--- config.mk ---
export PLATFORM = sky130hd
export DESIGN_NAME = axi_lite_master_seq
export DESIGN_NICKNAME = d
export VERILOG_FILES = /design/src/rtl/axil_pkg.sv /design/src/rtl/axi_lite_master_seq.sv
export SDC_FILE = /design/constraint.sdc
export NUM_CORES = 1
export LEC_CHECK = 0
export CAP_MARGIN = 20
export CELL_PAD_IN_SITES_DETAIL_PLACEMENT = 0
export CELL_PAD_IN_SITES_GLOBAL_PLACEMENT = 1
export CORE_MARGIN = 2
export CORE_UTILIZATION = 28
export CTS_BUF_LIST = sky130_fd_sc_hd__clkbuf_4 sky130_fd_sc_hd__clkbuf_8
export DETAILED_ROUTE_END_ITERATION = 8
export PLACE_DENSITY_LB_ADDON = 0.1
export SYNTH_ARGS = -nofsm -noshare
export SYNTH_HDL_FRONTEND = slang
export SYNTH_SLANG_ARGS = --single-unit
export TNS_END_PERCENT = 30
--- constraint.sdc ---
create_clock -name axi_lite_aclk_in -period 6.3 [get_ports axi_lite_aclk_in]
set_input_delay 1.26 -clock axi_lite_aclk_in [delete_from_list [all_inputs] [get_ports axi_lite_aclk_in]]
set_output_delay 1.26 -clock axi_lite_aclk_in [all_outputs]
set_load 0.05 [all_outputs]
--- src/rtl/axil_pkg.sv ---
// Shared AXI4-Lite definitions: master sequencer FSM states and response codes.
package axil_pkg;

  typedef enum logic [2:0] {
    IDLE    = 3'd0,
    WR_REQ  = 3'd1,
    WR_RESP = 3'd2,
    RD_REQ  = 3'd3,
    RD_RESP = 3'd4,
    RSP     = 3'd5
  } axil_state_e;

  localparam logic [1:0] AXI_RESP_OKAY   = 2'b00;
  localparam logic [1:0] AXI_RESP_EXOKAY = 2'b01;
  localparam logic [1:0] AXI_RESP_SLVERR = 2'b10;
  localparam logic [1:0] AXI_RESP_DECERR = 2'b11;

  localparam logic [2:0] AXI_PROT_DEFAULT = 3'b000;

endpackage

--- src/rtl/axi_lite_master_seq.sv ---
// AXI4-Lite master running one command at a time: command in, one AXI transaction, one response out.
// Optional AXIL_MST_TIMEOUT_EN adds a sticky watchdog flag on stalled AXI phases (never aborts).
module axi_lite_master_seq
  import axil_pkg::*;
#(
  parameter int ADDR_W      = 8,
  parameter int TIMEOUT_CYC = 1024
) (
  input  logic        axi_lite_aclk_in,
  input  logic        reset0_in,
  input  logic        cmd_valid_in,
  output logic        cmd_ready_out,
  input  logic        cmd_write_in,
  input  logic [31:0] cmd_addr_in,
  input  logic [31:0] cmd_wdata_in,
  input  logic [3:0]  cmd_wstrb_in,
  output logic        rsp_valid_out,
  input  logic        rsp_ready_in,
  output logic        rsp_write_out,
  output logic [31:0] rsp_rdata_out,
  output logic [1:0]  rsp_resp_out,
  output logic [31:0] m_axi_awaddr_out,
  output logic [2:0]  m_axi_awprot_out,
  output logic        m_axi_awvalid_out,
  input  logic        m_axi_awready_in,
  output logic [31:0] m_axi_wdata_out,
  output logic [3:0]  m_axi_wstrb_out,
  output logic        m_axi_wvalid_out,
  input  logic        m_axi_wready_in,
  input  logic [1:0]  m_axi_bresp_in,
  input  logic        m_axi_bvalid_in,
  output logic        m_axi_bready_out,
  output logic [31:0] m_axi_araddr_out,
  output logic [2:0]  m_axi_arprot_out,
  output logic        m_axi_arvalid_out,
  input  logic        m_axi_arready_in,
  input  logic [31:0] m_axi_rdata_in,
  input  logic [1:0]  m_axi_rresp_in,
  input  logic        m_axi_rvalid_in,
  output logic        m_axi_rready_out,
  output logic        timeout_err_out
);

  axil_state_e       state_q, state_d;
  logic              write_q;
  logic [ADDR_W-1:0] addr_q;
  logic [31:0]       wdata_q;
  logic [3:0]        wstrb_q;
  logic              awvalid_q, awvalid_d;
  logic              wvalid_q, wvalid_d;
  logic              arvalid_q, arvalid_d;
  logic              cmd_rdy_q;
  logic [31:0]       rdata_q, rdata_d;
  logic [1:0]        resp_q, resp_d;
  logic              cmd_hs;
  logic              unused_in;

  assign cmd_hs    = cmd_valid_in & cmd_rdy_q;
  assign unused_in = ^{cmd_addr_in, TIMEOUT_CYC[0]};

  always_comb begin
    state_d   = state_q;
    awvalid_d = awvalid_q;
    wvalid_d  = wvalid_q;
    arvalid_d = arvalid_q;
    rdata_d   = rdata_q;
    resp_d    = resp_q;
    case (state_q)
      IDLE: begin
        if (cmd_hs) begin
          rdata_d = '0;
          resp_d  = AXI_RESP_OKAY;
          if (cmd_write_in) begin
            state_d   = WR_REQ;
            awvalid_d = 1'b1;
            wvalid_d  = 1'b1;
          end else begin
            state_d   = RD_REQ;
            arvalid_d = 1'b1;
          end
        end
      end
      WR_REQ: begin
        // AW and W retire independently; leave only when both are done.
        if (m_axi_awready_in) awvalid_d = 1'b0;
        if (m_axi_wready_in)  wvalid_d  = 1'b0;
        if (!awvalid_d && !wvalid_d) state_d = WR_RESP;
      end
      WR_RESP: begin
        if (m_axi_bvalid_in) begin
          resp_d  = m_axi_bresp_in;
          state_d = RSP;
        end
      end
      RD_REQ: begin
        if (m_axi_arready_in) begin
          arvalid_d = 1'b0;
          state_d   = RD_RESP;
        end
      end
      RD_RESP: begin
        if (m_axi_rvalid_in) begin
          rdata_d = m_axi_rdata_in;
          resp_d  = m_axi_rresp_in;
          state_d = RSP;
        end
      end
      RSP: begin
        if (rsp_ready_in) state_d = IDLE;
      end
      default: state_d = IDLE;
    endcase
  end

  // cmd_rdy_q is held low until the first clock after reset releases.
  always_ff @(posedge axi_lite_aclk_in or posedge reset0_in) begin
    if (reset0_in) begin
      state_q   <= IDLE;
      write_q   <= 1'b0;
      addr_q    <= '0;
      wdata_q   <= '0;
      wstrb_q   <= '0;
      awvalid_q <= 1'b0;
      wvalid_q  <= 1'b0;
      arvalid_q <= 1'b0;
      cmd_rdy_q <= 1'b0;
      rdata_q   <= '0;
      resp_q    <= '0;
    end else begin
      state_q   <= state_d;
      awvalid_q <= awvalid_d;
      wvalid_q  <= wvalid_d;
      arvalid_q <= arvalid_d;
      cmd_rdy_q <= (state_d == IDLE);
      rdata_q   <= rdata_d;
      resp_q    <= resp_d;
      if (cmd_hs) begin
        write_q <= cmd_write_in;
        addr_q  <= cmd_addr_in[ADDR_W-1:0];
        wdata_q <= cmd_wdata_in;
        wstrb_q <= cmd_wstrb_in;
      end
    end
  end

  assign cmd_ready_out     = cmd_rdy_q;
  assign rsp_valid_out     = (state_q == RSP);
  assign rsp_write_out     = write_q;
  assign rsp_rdata_out     = rdata_q;
  assign rsp_resp_out      = resp_q;
  assign m_axi_awaddr_out  = 32'(addr_q);
  assign m_axi_awprot_out  = AXI_PROT_DEFAULT;
  assign m_axi_awvalid_out = awvalid_q;
  assign m_axi_wdata_out   = wdata_q;
  assign m_axi_wstrb_out   = wstrb_q;
  assign m_axi_wvalid_out  = wvalid_q;
  assign m_axi_bready_out  = (state_q == WR_RESP);
  assign m_axi_araddr_out  = 32'(addr_q);
  assign m_axi_arprot_out  = AXI_PROT_DEFAULT;
  assign m_axi_arvalid_out = arvalid_q;
  assign m_axi_rready_out  = (state_q == RD_RESP);

`ifdef AXIL_MST_TIMEOUT_EN
  localparam int CNT_W = $clog2(TIMEOUT_CYC + 1);

  logic [CNT_W-1:0] wd_cnt_q, wd_cnt_d;
  logic             wd_err_q, wd_err_d;
  logic             wd_busy;

  // Counts cycles spent in one AXI phase; saturates so the flag cannot re-trigger oddly.
  always_comb begin
    wd_busy  = (state_q == WR_REQ) || (state_q == WR_RESP) ||
               (state_q == RD_REQ) || (state_q == RD_RESP);
    wd_cnt_d = '0;
    if (wd_busy && (state_d == state_q)) begin
      wd_cnt_d = (wd_cnt_q == CNT_W'(TIMEOUT_CYC)) ? wd_cnt_q : wd_cnt_q + 1'b1;
    end
    wd_err_d = wd_err_q;
    if (cmd_hs) begin
      wd_err_d = 1'b0;
    end else if (wd_cnt_d == CNT_W'(TIMEOUT_CYC)) begin
      wd_err_d = 1'b1;
    end
  end

  always_ff @(posedge axi_lite_aclk_in or posedge reset0_in) begin
    if (reset0_in) begin
      wd_cnt_q <= '0;
      wd_err_q <= 1'b0;
    end else begin
      wd_cnt_q <= wd_cnt_d;
      wd_err_q <= wd_err_d;
    end
  end

  assign timeout_err_out = wd_err_q;
`else
  assign timeout_err_out = 1'b0;
`endif

endmodule
==> flow_summary.yaml <==
setup_path:
  worst-path-max-fanout: 36
  r2r_start: "state_q[0]$_DFF_PP0_"
  critPathLaunch: "state_q[0]$_DFF_PP0_"
  critPathKind: "flop to output pin"
  cp-start-kind: "flop"
  worst_ep_required_time_ns: 5.04
  worst_setup_path_end_kind: "output pin"
  worstPathArrival_ns: 2.79
floorplan:
  num_rows: 43
  die_x_um: 122
  core_area_um2: 13700
  die_h_um: 122
  ios: 263
  dieArea_um2: 14900
  initial_core_util_pct: 28.4
power_and_ir_drop:
  clockPowerShare_pct: 11.5
  power_density_nw_per_um2: 608
  swShare_pct: 51.3
  p_comb_share_pct: 61.4
  power.leakage_nw: 2.65
  peakVddDrop_mv: 0.215
  p_switching_w: 0.00182
  finalPower_w: 0.00355
  p_int_w: 0.00173
  p_seq_share_pct: 27.0
run_status:
  status: "finished, final reports clean"
layout:
  drive_above_1_share_pct: 6.69
  final_cell_area_um2: 5840
  nFillCells: 1359
  antenna_cells: 0
  fin_util_pct: 42.6
  synthToLayoutAreaGrowth_pct: 50.2
  nets: 632
synthesis:
  syn_area_per_cell_um2: 11.2
  synth-xor-area-share_pct: 0
  synth_compound_area_share_pct: 2.80
  muxShareOfSynthArea_pct: 13.6
  yosys.cell_types.count: 30
  synth_fa_ha_area_share_pct: 0
  ys_warn_count: 0
  synth_seq_cells: 86
  yosys.area.top_type_share_pct: 55.3
  synthTopCellsByArea: "dfrtp_1, buf_4, mux2_1"
  synth_area_um2: 3890
  yosys.area_share.simple_pct: 13.6
  synth_top_family_by_area: "buffers and inverters"
  yosysTopAreaCell: "dfrtp_1"
  ys_seq_area_share_pct: 55.3
  synth_cells: 346
timing:
  setup_tns_ns: 0
  hold_violations: 0
  fin_crit_sh_pct: 64.3
  fin_skew_ns: 0.00655
  period_needed_ns: 4.05
  maxSlewHeadroom_pct: 40.3
  worstMarginPinSlew_ns: 0.893
  fmax_ghz: 0.247
  finalSetupViolCount: 0
  rsz0062_at_grt: "false"
  slew_violations: 0
job:
  maxCapViolCount: 0
global_routing:
  grt-ovfl-total: 0
  use_met3_pct: 5.85
  grt_pass1_vias: 2786
  grt_antenna_before_repair: 0
  grt_max_degree: 47
  track_usage_pct: 12.9
  grt_use_met1_pct: 16.1
  grtUsageMet2_pct: 19.2
  grt_pass1_wl_um: 14600
  top_usage_layer: "met2"
placement:
  port_buffers: 183
  dpl_cell_area_um2: 5640
  gp_congestion: 0.650
  post-dp-hpwl_um: 7000
clock_network:
  cts_tree: "built"
  clock-root-buffer: "clkbuf_8"
  insertion_delay_ns: 0.36
  cts.sinks: 86
  post_cts_buffers: 0
  cts_resized: 0
  hold_buffers: 0
  cts.clk_slew.worst_paths_ns: 0.08
  cts_buffers: 9
  htree_levels: 3
  cts_buffer_depth: 2
hold_path:
  worstHoldStart: "rsp_rdata_out[3]$_DFFE_PP0P_"
  hold_path_class: "flop to flop"
route:
  ant_nets: 0
  via_count: 2895
  wirelength_um: 9800
  drt_first_pass_iters: 4
  remaining_drc_errors: 0
  viasPerCell: 4.12
  drt_iter0_markers: 77
  wl_per_cell_um: 13.9
worst max-delay path: stages (launching register included):
cell and delay [ns]:
dfrtp_1 0.45, or2_1 0.35, nor2_4 0.67, clkdlybuf4s50_1 0.94
layout make-up:
cell class	count	area (um2)	share of cell area, %
Clock inverter	3	42.5	0.728
Clock buffer	13	166	2.85
Multi-Input combinational cell	231	1380	23.5
Tap cell	180	225	3.85
Inverter	4	16.3	0.278
Sequential cell	86	2150	36.8
Timing Repair Buffer	186	1870	31.9
final timing paths:
path | cells past startpoint | end | slack, ns
max | 3 | m_axi_rready_out | 2.25
min | 2 | rsp_rdata_out[3]$_DFFE_PP0P_ | 0.47
max reg2reg | 4 | rsp_resp_out[1]$_DFFE_PP0P_ | 4.23
min reg2reg | 2 | rsp_rdata_out[3]$_DFFE_PP0P_ | 0.47
max in group asynchronous | 3 | m_axi_wdata_out[8]$_DFFE_PP0P_ | 3.89
min in group asynchronous | 2 | m_axi_wdata_out[25]$_DFFE_PP0P_ | 1.35
placed cells by master (no fill, tap or decap), drive strengths merged, types with 2 or more instances in the layout:
cell and count:
conb 55, mux2 46, clkdlybuf4s50 183, nor2b 3, buf 3, nand3 33, o21ai 2, nand3b 2
nor4 2, clkinv 3, a21oi 2, nor3b 3, clkbuf 13, dfrtp 86, a22o 2, a21o 3
nand2 69, inv 2
power groups by stage:
stage          registers (W)  clock network (W)  logic, W
6_report            0.000960           0.000410   0.00218
5_1_grt             0.000995           0.000458   0.00229
4_1_cts             0.000966           0.000432   0.00221
3_5_place_dp        0.000975                  0   0.00221
3_3_place_gp        0.000961                  0   0.00220
2_1_floorplan        0.00186                  0  0.000632
kinds of logic (layout without fill, tap and decap cells):
family,Yosys count,in the layout
other,1,55
DFF,86,86
AOI/OAI and AO/OA,13,13
muxes,47,47
buffers and inverters,83,206
and+or+nand+nor,116,116
flip-flops by register name, indices dropped and copies added, names as in the netlist:
register,count
m_axi_awvalid_out,1
m_axi_wstrb_out,4
m_axi_arvalid_out,1
rsp_write_out,1
cmd_ready_out,1
rsp_resp_out,2
m_axi_wvalid_out,1
m_axi_wdata_out,32
state_q,3
rsp_rdata_out,32
addr_q,8
metal layers:
metal / part of all wire (%) / wire length (um) / up-vias
li1: - / - / 1372
met1: 42 / 4110 / 1366
met2: 44 / 4310 / 143
met3: 12 / 1180 / 14
met4: 2.0 / 197 / 0
met5: 0 / 0 / -
cells in the mapped netlist, drive strengths merged:
cell	n
nand2	69
nor4	2
a211o	1
a22o	2
o21ai	2
clkbuf	1
mux2	46
conb	1
and3b	1
a2bb2oi	1
dfrtp	86
inv	3
nor3b	3
or2	1
a21o	3
clkinv	1
nor3	1
o2111ai	1
a22oi	1
a21oi	2
nor2b	3
nand3	33
nor2	1
nand3b	2
buf	78
mux2i	1
per-stage QoR:
stage | cells | hold slack, ns | setup WS, ns
after floorplan | 400 | 0.596 | 2.82
after global placement | 686 | 0.451 | 2.59
after detailed placement | 687 | 0.454 | 2.58
after CTS | 703 | 0.475 | 2.18
after global routing | 703 | 0.498 | 2.09
final | 703 | 0.468 | 2.25
Note: power is estimated with default switching activity, not from simulation.
